--- src/rtl/bus_pkg.sv ---
// -----------------------------------------------------------------------------
// bus_pkg
// Shared types and constants for the two-master CPU bus arbiter.
//   state_e      : arbiter FSM states (ST_IDLE, ST_ACCESS)
//   OWN_*        : owner encodings for the last_owner register
//   ENABLEN/...  : levels of the active-low address strobe
//   RW_*         : bus direction encodings
// -----------------------------------------------------------------------------
package bus_pkg;

    typedef enum logic {
        ST_IDLE   = 1'b0,
        ST_ACCESS = 1'b1
    } state_e;

    // Master 0 is instruction fetch, master 1 is the memory-access stage.
    localparam logic OWN_IF  = 1'b0;
    localparam logic OWN_MEM = 1'b1;

    // Address strobe levels (strobe is active low).
    localparam logic ENABLEN    = 1'b0;
    localparam logic DISENABLEN = 1'b1;

    localparam logic RW_READ  = 1'b0;
    localparam logic RW_WRITE = 1'b1;

    // Owner index of a one-hot 2-bit grant; only meaningful when gnt is non-zero.
    function automatic logic owner_of(input logic [1:0] gnt);
        return gnt[1] ? OWN_MEM : OWN_IF;
    endfunction

endpackage

--- src/rtl/rr_arb2.sv ---
// -----------------------------------------------------------------------------
// rr_arb2
// Combinational 2-way round-robin picker.
//   req_i        in  2  request per master
//   last_owner_i in  1  master that won the previous arbitration
//   gnt_o        out 2  one-hot winner, 0 when nobody requests
// A sole requester always wins; on a tie the master that did not win last
// time is chosen.
// -----------------------------------------------------------------------------
module rr_arb2
    import bus_pkg::*;
(
    input  logic [1:0] req_i,
    input  logic       last_owner_i,
    output logic [1:0] gnt_o
);

    always_comb begin
        gnt_o = 2'b00;
        unique case (req_i)
            2'b01:   gnt_o = 2'b01;
            2'b10:   gnt_o = 2'b10;
            2'b11:   gnt_o = (last_owner_i == OWN_MEM) ? 2'b01 : 2'b10;
            default: gnt_o = 2'b00;
        endcase
    end

endmodule

--- src/rtl/bus_arbiter.sv ---
// -----------------------------------------------------------------------------
// bus_arbiter
// Shares the single CPU memory bus between instruction fetch (master 0) and
// the memory-access stage (master 1). Round-robin arbitration; the winner's
// address, direction and write data are registered onto the bus and the
// active-low address strobe is held until the slave's active-low ready.
//
// Ports:
//   clk, rst_n              clock, asynchronous active-low reset
//   m_req[1:0]              per-master request, held until that master's m_done
//   m0_/m1_addr,rw,wdata    per-master transfer attributes
//   m_grnt[1:0]             one-hot current owner, 0 when idle
//   m_done[1:0]             one-cycle completion strobe to the owner
//   m_err                   timeout abort flag, concurrent with m_done
//   rd_data                 read data, valid while m_done is high (0 otherwise)
//   bus_addr/rw/wdata       registered bus attributes
//   bus_as_n                address strobe, active low
//   bus_rdata, bus_rdy_n    slave read data and active-low ready
//
// Configuration:
//   BUS_ARB_TIMEOUT_EN  when defined, an ACCESS that sees no ready for
//                       TIMEOUT_CYC cycles is aborted with m_done + m_err.
//                       When undefined ACCESS waits forever and m_err is 0.
// -----------------------------------------------------------------------------
module bus_arbiter
    import bus_pkg::*;
#(
    parameter int unsigned ADDR_W      = 30,
    parameter int unsigned DATA_W      = 32,
    parameter int unsigned TIMEOUT_CYC = 255
) (
    input  logic              clk,
    input  logic              rst_n,

    input  logic [1:0]        m_req,
    input  logic [ADDR_W-1:0] m0_addr,
    input  logic [ADDR_W-1:0] m1_addr,
    input  logic              m0_rw,
    input  logic              m1_rw,
    input  logic [DATA_W-1:0] m0_wdata,
    input  logic [DATA_W-1:0] m1_wdata,

    output logic [1:0]        m_grnt,
    output logic [1:0]        m_done,
    output logic              m_err,
    output logic [DATA_W-1:0] rd_data,

    output logic [ADDR_W-1:0] bus_addr,
    output logic              bus_as_n,
    output logic              bus_rw,
    output logic [DATA_W-1:0] bus_wdata,
    input  logic [DATA_W-1:0] bus_rdata,
    input  logic              bus_rdy_n
);

    if (TIMEOUT_CYC < 1 || TIMEOUT_CYC > 1023) begin : g_bad_timeout
        $error("bus_arbiter: TIMEOUT_CYC must be within 1..1023");
    end

    state_e            state_q, state_d;
    logic [1:0]        grnt_q, grnt_d;
    logic              last_owner_q, last_owner_d;
    logic              as_n_q, as_n_d;
    logic              rw_q, rw_d;
    logic [ADDR_W-1:0] addr_q, addr_d;
    logic [DATA_W-1:0] wdata_q, wdata_d;

    logic [1:0]        arb_gnt;
    logic              tmo_hit;
    logic              xfer_end;

    rr_arb2 u_rr_arb2 (
        .req_i        (m_req),
        .last_owner_i (last_owner_q),
        .gnt_o        (arb_gnt)
    );

`ifdef BUS_ARB_TIMEOUT_EN
    // Counts ACCESS cycles without ready; the abort fires in the cycle in which
    // the TIMEOUT_CYC-th unready cycle is observed.
    localparam logic [9:0] TmoLast = 10'(TIMEOUT_CYC - 1);

    logic [9:0] tmo_cnt_q, tmo_cnt_d;

    always_comb begin
        tmo_cnt_d = tmo_cnt_q;
        if (state_q == ST_IDLE) begin
            tmo_cnt_d = '0;
        end else if (bus_rdy_n) begin
            tmo_cnt_d = tmo_cnt_q + 10'd1;
        end
    end

    always_ff @(posedge clk or negedge rst_n) begin
        if (!rst_n) begin
            tmo_cnt_q <= '0;
        end else begin
            tmo_cnt_q <= tmo_cnt_d;
        end
    end

    // Ready wins over a coincident timeout.
    assign tmo_hit = (state_q == ST_ACCESS) && bus_rdy_n && (tmo_cnt_q == TmoLast);
`else
    assign tmo_hit = 1'b0;
`endif

    assign xfer_end = !bus_rdy_n || tmo_hit;

    // Next-state logic
    always_comb begin
        state_d      = state_q;
        grnt_d       = grnt_q;
        last_owner_d = last_owner_q;
        as_n_d       = as_n_q;
        rw_d         = rw_q;
        addr_d       = addr_q;
        wdata_d      = wdata_q;

        unique case (state_q)
            ST_IDLE: begin
                // bus_rdy_n is deliberately not looked at here.
                if (|m_req) begin
                    state_d      = ST_ACCESS;
                    grnt_d       = arb_gnt;
                    last_owner_d = owner_of(arb_gnt);
                    as_n_d       = ENABLEN;
                    if (arb_gnt[1]) begin
                        addr_d  = m1_addr;
                        rw_d    = m1_rw;
                        wdata_d = m1_wdata;
                    end else begin
                        addr_d  = m0_addr;
                        rw_d    = m0_rw;
                        wdata_d = m0_wdata;
                    end
                end
            end
            ST_ACCESS: begin
                // Requests and attributes are ignored until the transfer ends,
                // including the owner dropping its request.
                if (xfer_end) begin
                    state_d = ST_IDLE;
                    grnt_d  = 2'b00;
                    as_n_d  = DISENABLEN;
                end
            end
            default: begin
                state_d = ST_IDLE;
                grnt_d  = 2'b00;
                as_n_d  = DISENABLEN;
            end
        endcase
    end

    always_ff @(posedge clk or negedge rst_n) begin
        if (!rst_n) begin
            state_q      <= ST_IDLE;
            grnt_q       <= 2'b00;
            last_owner_q <= OWN_MEM;
            as_n_q       <= DISENABLEN;
            rw_q         <= RW_READ;
            addr_q       <= '0;
            wdata_q      <= '0;
        end else begin
            state_q      <= state_d;
            grnt_q       <= grnt_d;
            last_owner_q <= last_owner_d;
            as_n_q       <= as_n_d;
            rw_q         <= rw_d;
            addr_q       <= addr_d;
            wdata_q      <= wdata_d;
        end
    end

    // Completion is combinational on ready so a zero-wait slave finishes in
    // the first strobe cycle.
    always_comb begin
        m_done  = 2'b00;
        m_err   = 1'b0;
        rd_data = '0;
        if (state_q == ST_ACCESS && xfer_end) begin
            m_done = grnt_q;
            m_err  = tmo_hit;
            if (rw_q == RW_READ && !tmo_hit) begin
                rd_data = bus_rdata;
            end
        end
    end

    assign m_grnt    = grnt_q;
    assign bus_as_n  = as_n_q;
    assign bus_rw    = rw_q;
    assign bus_addr  = addr_q;
    assign bus_wdata = wdata_q;

endmodule

--- config.mk ---
export PLATFORM = sky130hd
export DESIGN_NAME = bus_arbiter
export DESIGN_NICKNAME = d
export VERILOG_FILES = /design/src/rtl/bus_pkg.sv /design/src/rtl/rr_arb2.sv /design/src/rtl/bus_arbiter.sv
export SDC_FILE = /design/constraint.sdc
export NUM_CORES = 1
export LEC_CHECK = 0
export CAP_MARGIN = 10
export CORE_ASPECT_RATIO = 0.75
export CORE_UTILIZATION = 30
export CTS_CLUSTER_SIZE = 25
export DETAILED_ROUTE_END_ITERATION = 10
export MAX_ROUTING_LAYER = met4
export PLACE_DENSITY = 0.76
export SLEW_MARGIN = 10
export SYNTH_ARGS = -nofsm -noshare
export SYNTH_HDL_FRONTEND = slang
export SYNTH_SLANG_ARGS = --single-unit
--- constraint.sdc ---
create_clock -name clk -period 1.25 [get_ports clk]
set_input_delay 0.25 -clock clk [delete_from_list [all_inputs] [get_ports clk]]
set_output_delay 0.25 -clock clk [all_outputs]
set_load 0.05 [all_outputs]
==> results of run 1 <==
how the worst max path moves through the flow:
stage | from | endpoint | slack, ns | cells after the start
after floorplan | bus_rw$_DFFE_PN0P_ | rd_data[10] | -0.15 | 3
after global placement | bus_rdy_n | rd_data[31] | -0.47 | 5
after detailed placement | bus_rdy_n | rd_data[31] | -0.50 | 5
after CTS | state_q$_DFF_PN0_ | rd_data[31] | -0.50 | 5
after global routing | state_q$_DFF_PN0_ | rd_data[31] | -0.54 | 5
final | state_q$_DFF_PN0_ | rd_data[31] | -0.48 | 5
cell type report:
cell class	instances	area share [%]
tap	140	2.031
multi-input combinational	181	23.36
clock buffer	12	2.974
clock inverter	4	0.5514
timing repair buffer	311	51.15
sequential	68	19.82
inverter	2	0.1161
registers in the layout (all words and copies together), names as in the netlist:
register	count
bus_wdata	32
bus_addr	30
m_grnt	2
bus_as_n	1
bus_rw	1
last_owner_q	1
state_q	1
logic make-up after synthesis:
kind of cell           after synthesis  share of synthesized area, %
AOI/OAI and AO/OA                   71                         22.97
other                                1                        0.1114
DFF                                 68                         50.61
and+or+nand+nor                    108                         21.70
buffers and inverters               26                         4.608
layout by cell type, fill, tap and decap left out, types with 2 or more instances in the layout:
cell type	Yosys	layout
dlygate4sd2_1	0	2
nand2b_1	63	63
dfrtp_2	0	4
buf_4	11	14
and2_2	28	2
buf_6	0	7
nand3_4	2	3
dfrtp_1	66	62
clkinv_2	0	2
dfstp_2	2	2
and2_4	0	32
o221a_4	0	48
buf_16	0	10
a21oi_1	2	2
o221a_1	15	15
nand2_1	2	2
clkbuf_8	0	2
buf_8	0	3
buf_12	0	114
clkbuf_16	0	9
o21a_1	2	2
clkdlybuf4s50_1	0	159
metal layers:
| layer | global-route usage (%) | routed length, um | vias to the layer above |
|---|---|---|---|
| met4 | 7.631 | 229 | 0 |
| met2 | 52.12 | 8411 | 159 |
| met5 | - | 0 | - |
| met1 | 31.26 | 6195 | 1795 |
| li1 | - | - | 1620 |
| met3 | 5.923 | 855 | 22 |
worst max-delay path, stage by stage, from the launching register on:
cell     delay, ns
dfrtp_2       0.39
inv_4         0.05
nor3_4        0.19
buf_12        0.20
and2_2        0.19
buf_12        0.13
power breakdown:
| group | total, uW | internal [uW] | switching, uW |
|---|---|---|---|
| Clock | 2620 | 1650 | 967 |
| Combinational | 8190 | 4450 | 3740 |
| Sequential | 3450 | 2800 | 647 |
| Total | 14300 | 8900 | 5360 |
repair_timing:
| item | in CTS | in global routing |
|---|---|---|
| setup endpoints to repair | 100 | 101 |
| hold endpoints to repair | 66 | 0 |
| buffers inserted | 16 | 4 |
| hold buffers | 1 | 0 |
| resized for setup | 31 | 11 |
| pin swaps | 2 | 4 |
| cloned | 14 | 0 |
stage by stage:
stage | cells | area, um^2 | setup TNS, ns
floorplan | 274 | 3885 | -8.978
global placement | 674 | 7755 | -43.46
detailed placement | 674 | 7755 | -46.59
CTS | 720 | 8692 | -40.09
global route | 718 | 8623 | -42.53
finish | 718 | 8623 | -38.72
==> impl_metrics.tcl, run 1 <==
set metrics [dict create \
    outcome "finished with violations" \
    failed_checks "negative setup slack" \
    grt_pass1_wl_um 23980 \
    period_share_pct 138.6 \
    yosysWarnings 0 \
    netlist_area_um2 3367 \
    synth-edff-count 0 \
    synth_nets 437 \
    wirelength_um 15690 \
    seq_area_um2 1709 \
    clk_path_buf_depth 2 \
    start_kind "flip-flop" \
    yosys_most_used_dff "dfrtp_1" \
    clock.fmax_mhz 577.1 \
    yosys.area.top_type "dfrtp_1" \
    syn_to_final_growth_pct 156.1 \
    via_per_inst 5.008 \
    antenna_found_initial 0 \
    synth_top_area_share_pct 49.05 \
    setup_slack_ns -0.4829 \
    io_buffers 262 \
    fin_hold_ws_ns 0.4778 \
    nets 736 \
    synthTopCellsByCount "66 x dfrtp_1, 63 x nand2b_1, 48 x o221a_2" \
    endpoint_kind "output pin" \
    drtIter0Drc 133 \
    clk_latency_ns 0.33 \
    ys_seq_area_share_pct 50.61 \
    power.total_uw 14250 \
    numCtsBuffers 9 \
    dp_slack_ns -0.4986 \
    fin_crit_ns 1.733 \
    hpwl_um 10690 \
    core_area_um2 10940 \
    wl_per_cell_um 21.85 \
    die-area_um2 11660 \
    hold_viol 0 \
    synthCells 274 \
    grt_usage_pct 28.32 \
    crit_fanout 32 \
    dr.pass1.iters 4 \
    ant_nets 0 \
    place_congestion 0.8508 \
    diodes 0 \
    ys_ff_latch 68 \
    final_util_pct 78.81 \
    num-fill-cells 651 \
    pin_count 264 \
    cts_tree "built" \
    grt_pass1_vias 4025 \
    power_per_cell_area_nw_per_um2 1653 \
    arrival_ns 1.48 \
    vias 3596 \
    cp_data_required_time_ns 1.00 \
    synthTopCellsByArea "dfrtp_1 49%, o221a_2 16%, nand2b_1 12%" \
    cts_htree_levels 3 \
    ys_async_sr_fraction_pct 100.0 \
    report.final.slew_viol_count 0 \
    drc 0 \
    multi_input_area_um2 2014 \
    grt_max_degree 40 \
    grt_overflow_total 0 \
    critPathKind "flip-flop to output pin" \
    clkSinkCount 68 \
    ir_drop_mv 1.104 \
    avgSynthCellArea_um2 12.29 \
    initial_utilization_pct 30.77 \
    row_count 33 \
    leakagePower_uw 0.003528 \
    setup_violations 100 \
    ff2ff_path_depth 9 \
    yosysUniqueCellTypes 26 \
    synth.most_common_cell "dfrtp_1" \
    rsz0062_at_grt "true" \
    fp.dieW_um 124.3 \
    cts.root.buffer_cell "clkbuf_16" \
    hp-class "input pin to async pin" \
    dieHeight_um 93.75 \
    r2r_setup_slack_ns -0.41 \
    r2r_end "bus_wdata[13]$_DFFE_PN0P_" \
    drive_gt1_share_pct 45.33 \
    max_cap_viol_count 0 \
    worst_clock_skew_ns 0.008973 \
    crit-reg2reg-launch "state_q$_DFF_PN0_" \
    clk_pin_slew_ns 0.06 \
]
Power figures use the tool's default switching activity.
==> run 2, diff against run 1 <==
Settings changed: ABC_CLOCK_PERIOD_IN_PS set to 1250.
==> results of run 2 <==
Final layout, timing and power as in run 1 (identical DEF).
==> run 3, diff against run 2 <==
Settings changed: PLACE_DENSITY 0.76 to 0.77, REMOVE_ABC_BUFFERS set to 1.
==> run 3 against run 2 <==
Effect of this change: the run still ends with negative setup slack left; clock skew down 0.0012 ns; combinational power down 6.3%; largest cell class unchanged; non-clock buffer count down 6; cell count down 0.97%.
==> impl_metrics.tcl, run 3 (same netlist as run 1, synthesis figures left out) <==
set metrics [dict create \
    outcome "finished with violations" \
    failed_checks "negative setup slack" \
    arrival_ns 1.48 \
    dieHeight_um 93.75 \
    endpoint_kind "output pin" \
    vias 3514 \
    nets 729 \
    setup_violations 101 \
    setup_tns_ns -37.65 \
    report.final.slew_viol_count 0 \
    drive_gt1_share_pct 43.43 \
    layout_common_cells "159 x clkdlybuf4s50_1, 109 x buf_12, 66 x dfrtp_1" \
    cts_htree_levels 3 \
    mostFrequentLayoutCell "clkdlybuf4s50_1" \
    rsz0062_at_grt "true" \
    setup_slack_ns -0.4801 \
    grt_overflow_total 0 \
    drtIter0Drc 195 \
    clock.fmax_mhz 578.0 \
    grt_usage_pct 22.61 \
    pin_count 264 \
    grt_pass1_wl_um 19910 \
    largest_reg_flops 32 \
    die-area_um2 11660 \
    initial_utilization_pct 30.77 \
    hpwl_um 9672 \
    clk_latency_ns 0.33 \
    hp-class "input pin to async pin" \
    syn_to_final_growth_pct 140.8 \
    fin_crit_ns 1.730 \
    place_congestion 0.7562 \
    hold_viol 0 \
    antenna_found_initial 0 \
    grt_pass1_vias 3651 \
    critPathKind "flip-flop to output pin" \
    power_per_cell_area_nw_per_um2 1662 \
    io_buffers 262 \
    drc 0 \
    placed_cell_area_um2 7298 \
    wirelength_um 13930 \
    dr.pass1.iters 6 \
    clk_pin_slew_ns 0.06 \
    wl_per_cell_um 19.59 \
    row_count 33 \
    crit_fanout 32 \
    core_area_um2 10940 \
    via_per_inst 4.942 \
    ant_nets 0 \
    postLayoutCellArea_um2 8107 \
    start_kind "flip-flop" \
    r2r_setup_slack_ns -0.38 \
    diodes 0 \
    leakagePower_uw 0.003347 \
    num-fill-cells 677 \
    max_cap_viol_count 0 \
    fp.dieW_um 124.3 \
    worst_clock_skew_ns 0.007757 \
    cp_data_required_time_ns 1.00 \
    period_share_pct 138.4 \
    power.total_uw 13480 \
    clk_path_buf_depth 2 \
    grt_max_degree 40 \
    dpl.cell_count 675 \
    cts.root.buffer_cell "clkbuf_16" \
    numCtsBuffers 9 \
    cts_tree "built" \
    clkSinkCount 68 \
    ir_drop_mv 1.019 \
    fin_hold_ws_ns 0.4500 \
    final_cells 711 \
]
run 3: cell count changes in the layout (fill, tap and decap cells not counted), moves of 2 or more:
cell and change:
o221a_2 +33, o221a_4 -33, and2_4 -27, and2_2 +26
buf_16 -6, clkbuf_16 +6, buf_12 -5, dfrtp_1 +4
dfrtp_2 -4, buf_6 -3, buf_4 +2
run 3: path summary, 6_finish.rpt:
kind,cells after the start,start,end
hold reg to reg,2,m_grnt[0]$_DFFE_PN0P_,m_grnt[0]$_DFFE_PN0P_
setup / recovery,5,state_q$_DFF_PN0_,rd_data[22]
hold / removal,3,rst_n,bus_addr[18]$_DFFE_PN0P_
max in group asynchronous,3,rst_n,bus_as_n$_DFFE_PN1P_
setup reg to reg,8,state_q$_DFF_PN0_,bus_addr[2]$_DFFE_PN0P_
min in group clk,4,bus_rdy_n,m_grnt[0]$_DFFE_PN0P_
run 3: final cells by class:
class	count	area, um^2	share of cell area, %
repair buffers	305	4277	52.76
flip-flops and latches	68	1704	21.02
multi-input cells	180	1662	20.50
clock buffers	13	260.3	3.210
well taps	140	175.2	2.161
clock inverters	3	21.27	0.2624
inverters	2	7.507	0.09261
run 3: worst max-delay path: stages, from the launching register on:
cell and delay (ns):
dfrtp_1 0.36, inv_2 0.06, nor3_4 0.22, buf_12 0.19, and2_2 0.19, buf_12 0.14
run 3: layer usage:
layer | GRT usage [%] | vias up | share of wire (%)
met5 | - | - | 0
met4 | 6.928 | 0 | 1.8
met3 | 6.150 | 17 | 6.4
met2 | 38.72 | 161 | 52
met1 | 26.03 | 1732 | 40
li1 | - | 1604 | -
run 3: per-stage QoR:
step	util (%)	setup slack (ns)
detailed placement	66.70	-0.4825
global route	74.09	-0.5404
finish	74.09	-0.4801
global placement	66.70	-0.4422
floorplan	-	-0.5693
CTS	70.99	-0.4717
run 3: report_power, final:
part | leakage (uW) | internal, uW | switching, uW
registers | 0.000743 | 2800 | 635
clock network | 0.000136 | 1450 | 921
logic | 0.00247 | 4120 | 3550
total | 0.00335 | 8370 | 5110
run 3: repair_timing:
item,4_1_cts,5_1_grt
endpoints found under the setup margin,101,100
hold buffers,1,0
hold endpoints to repair,66,0
cloned,3,7
setup buffers,8,4
resized for setup,15,24
pin swaps,1,1
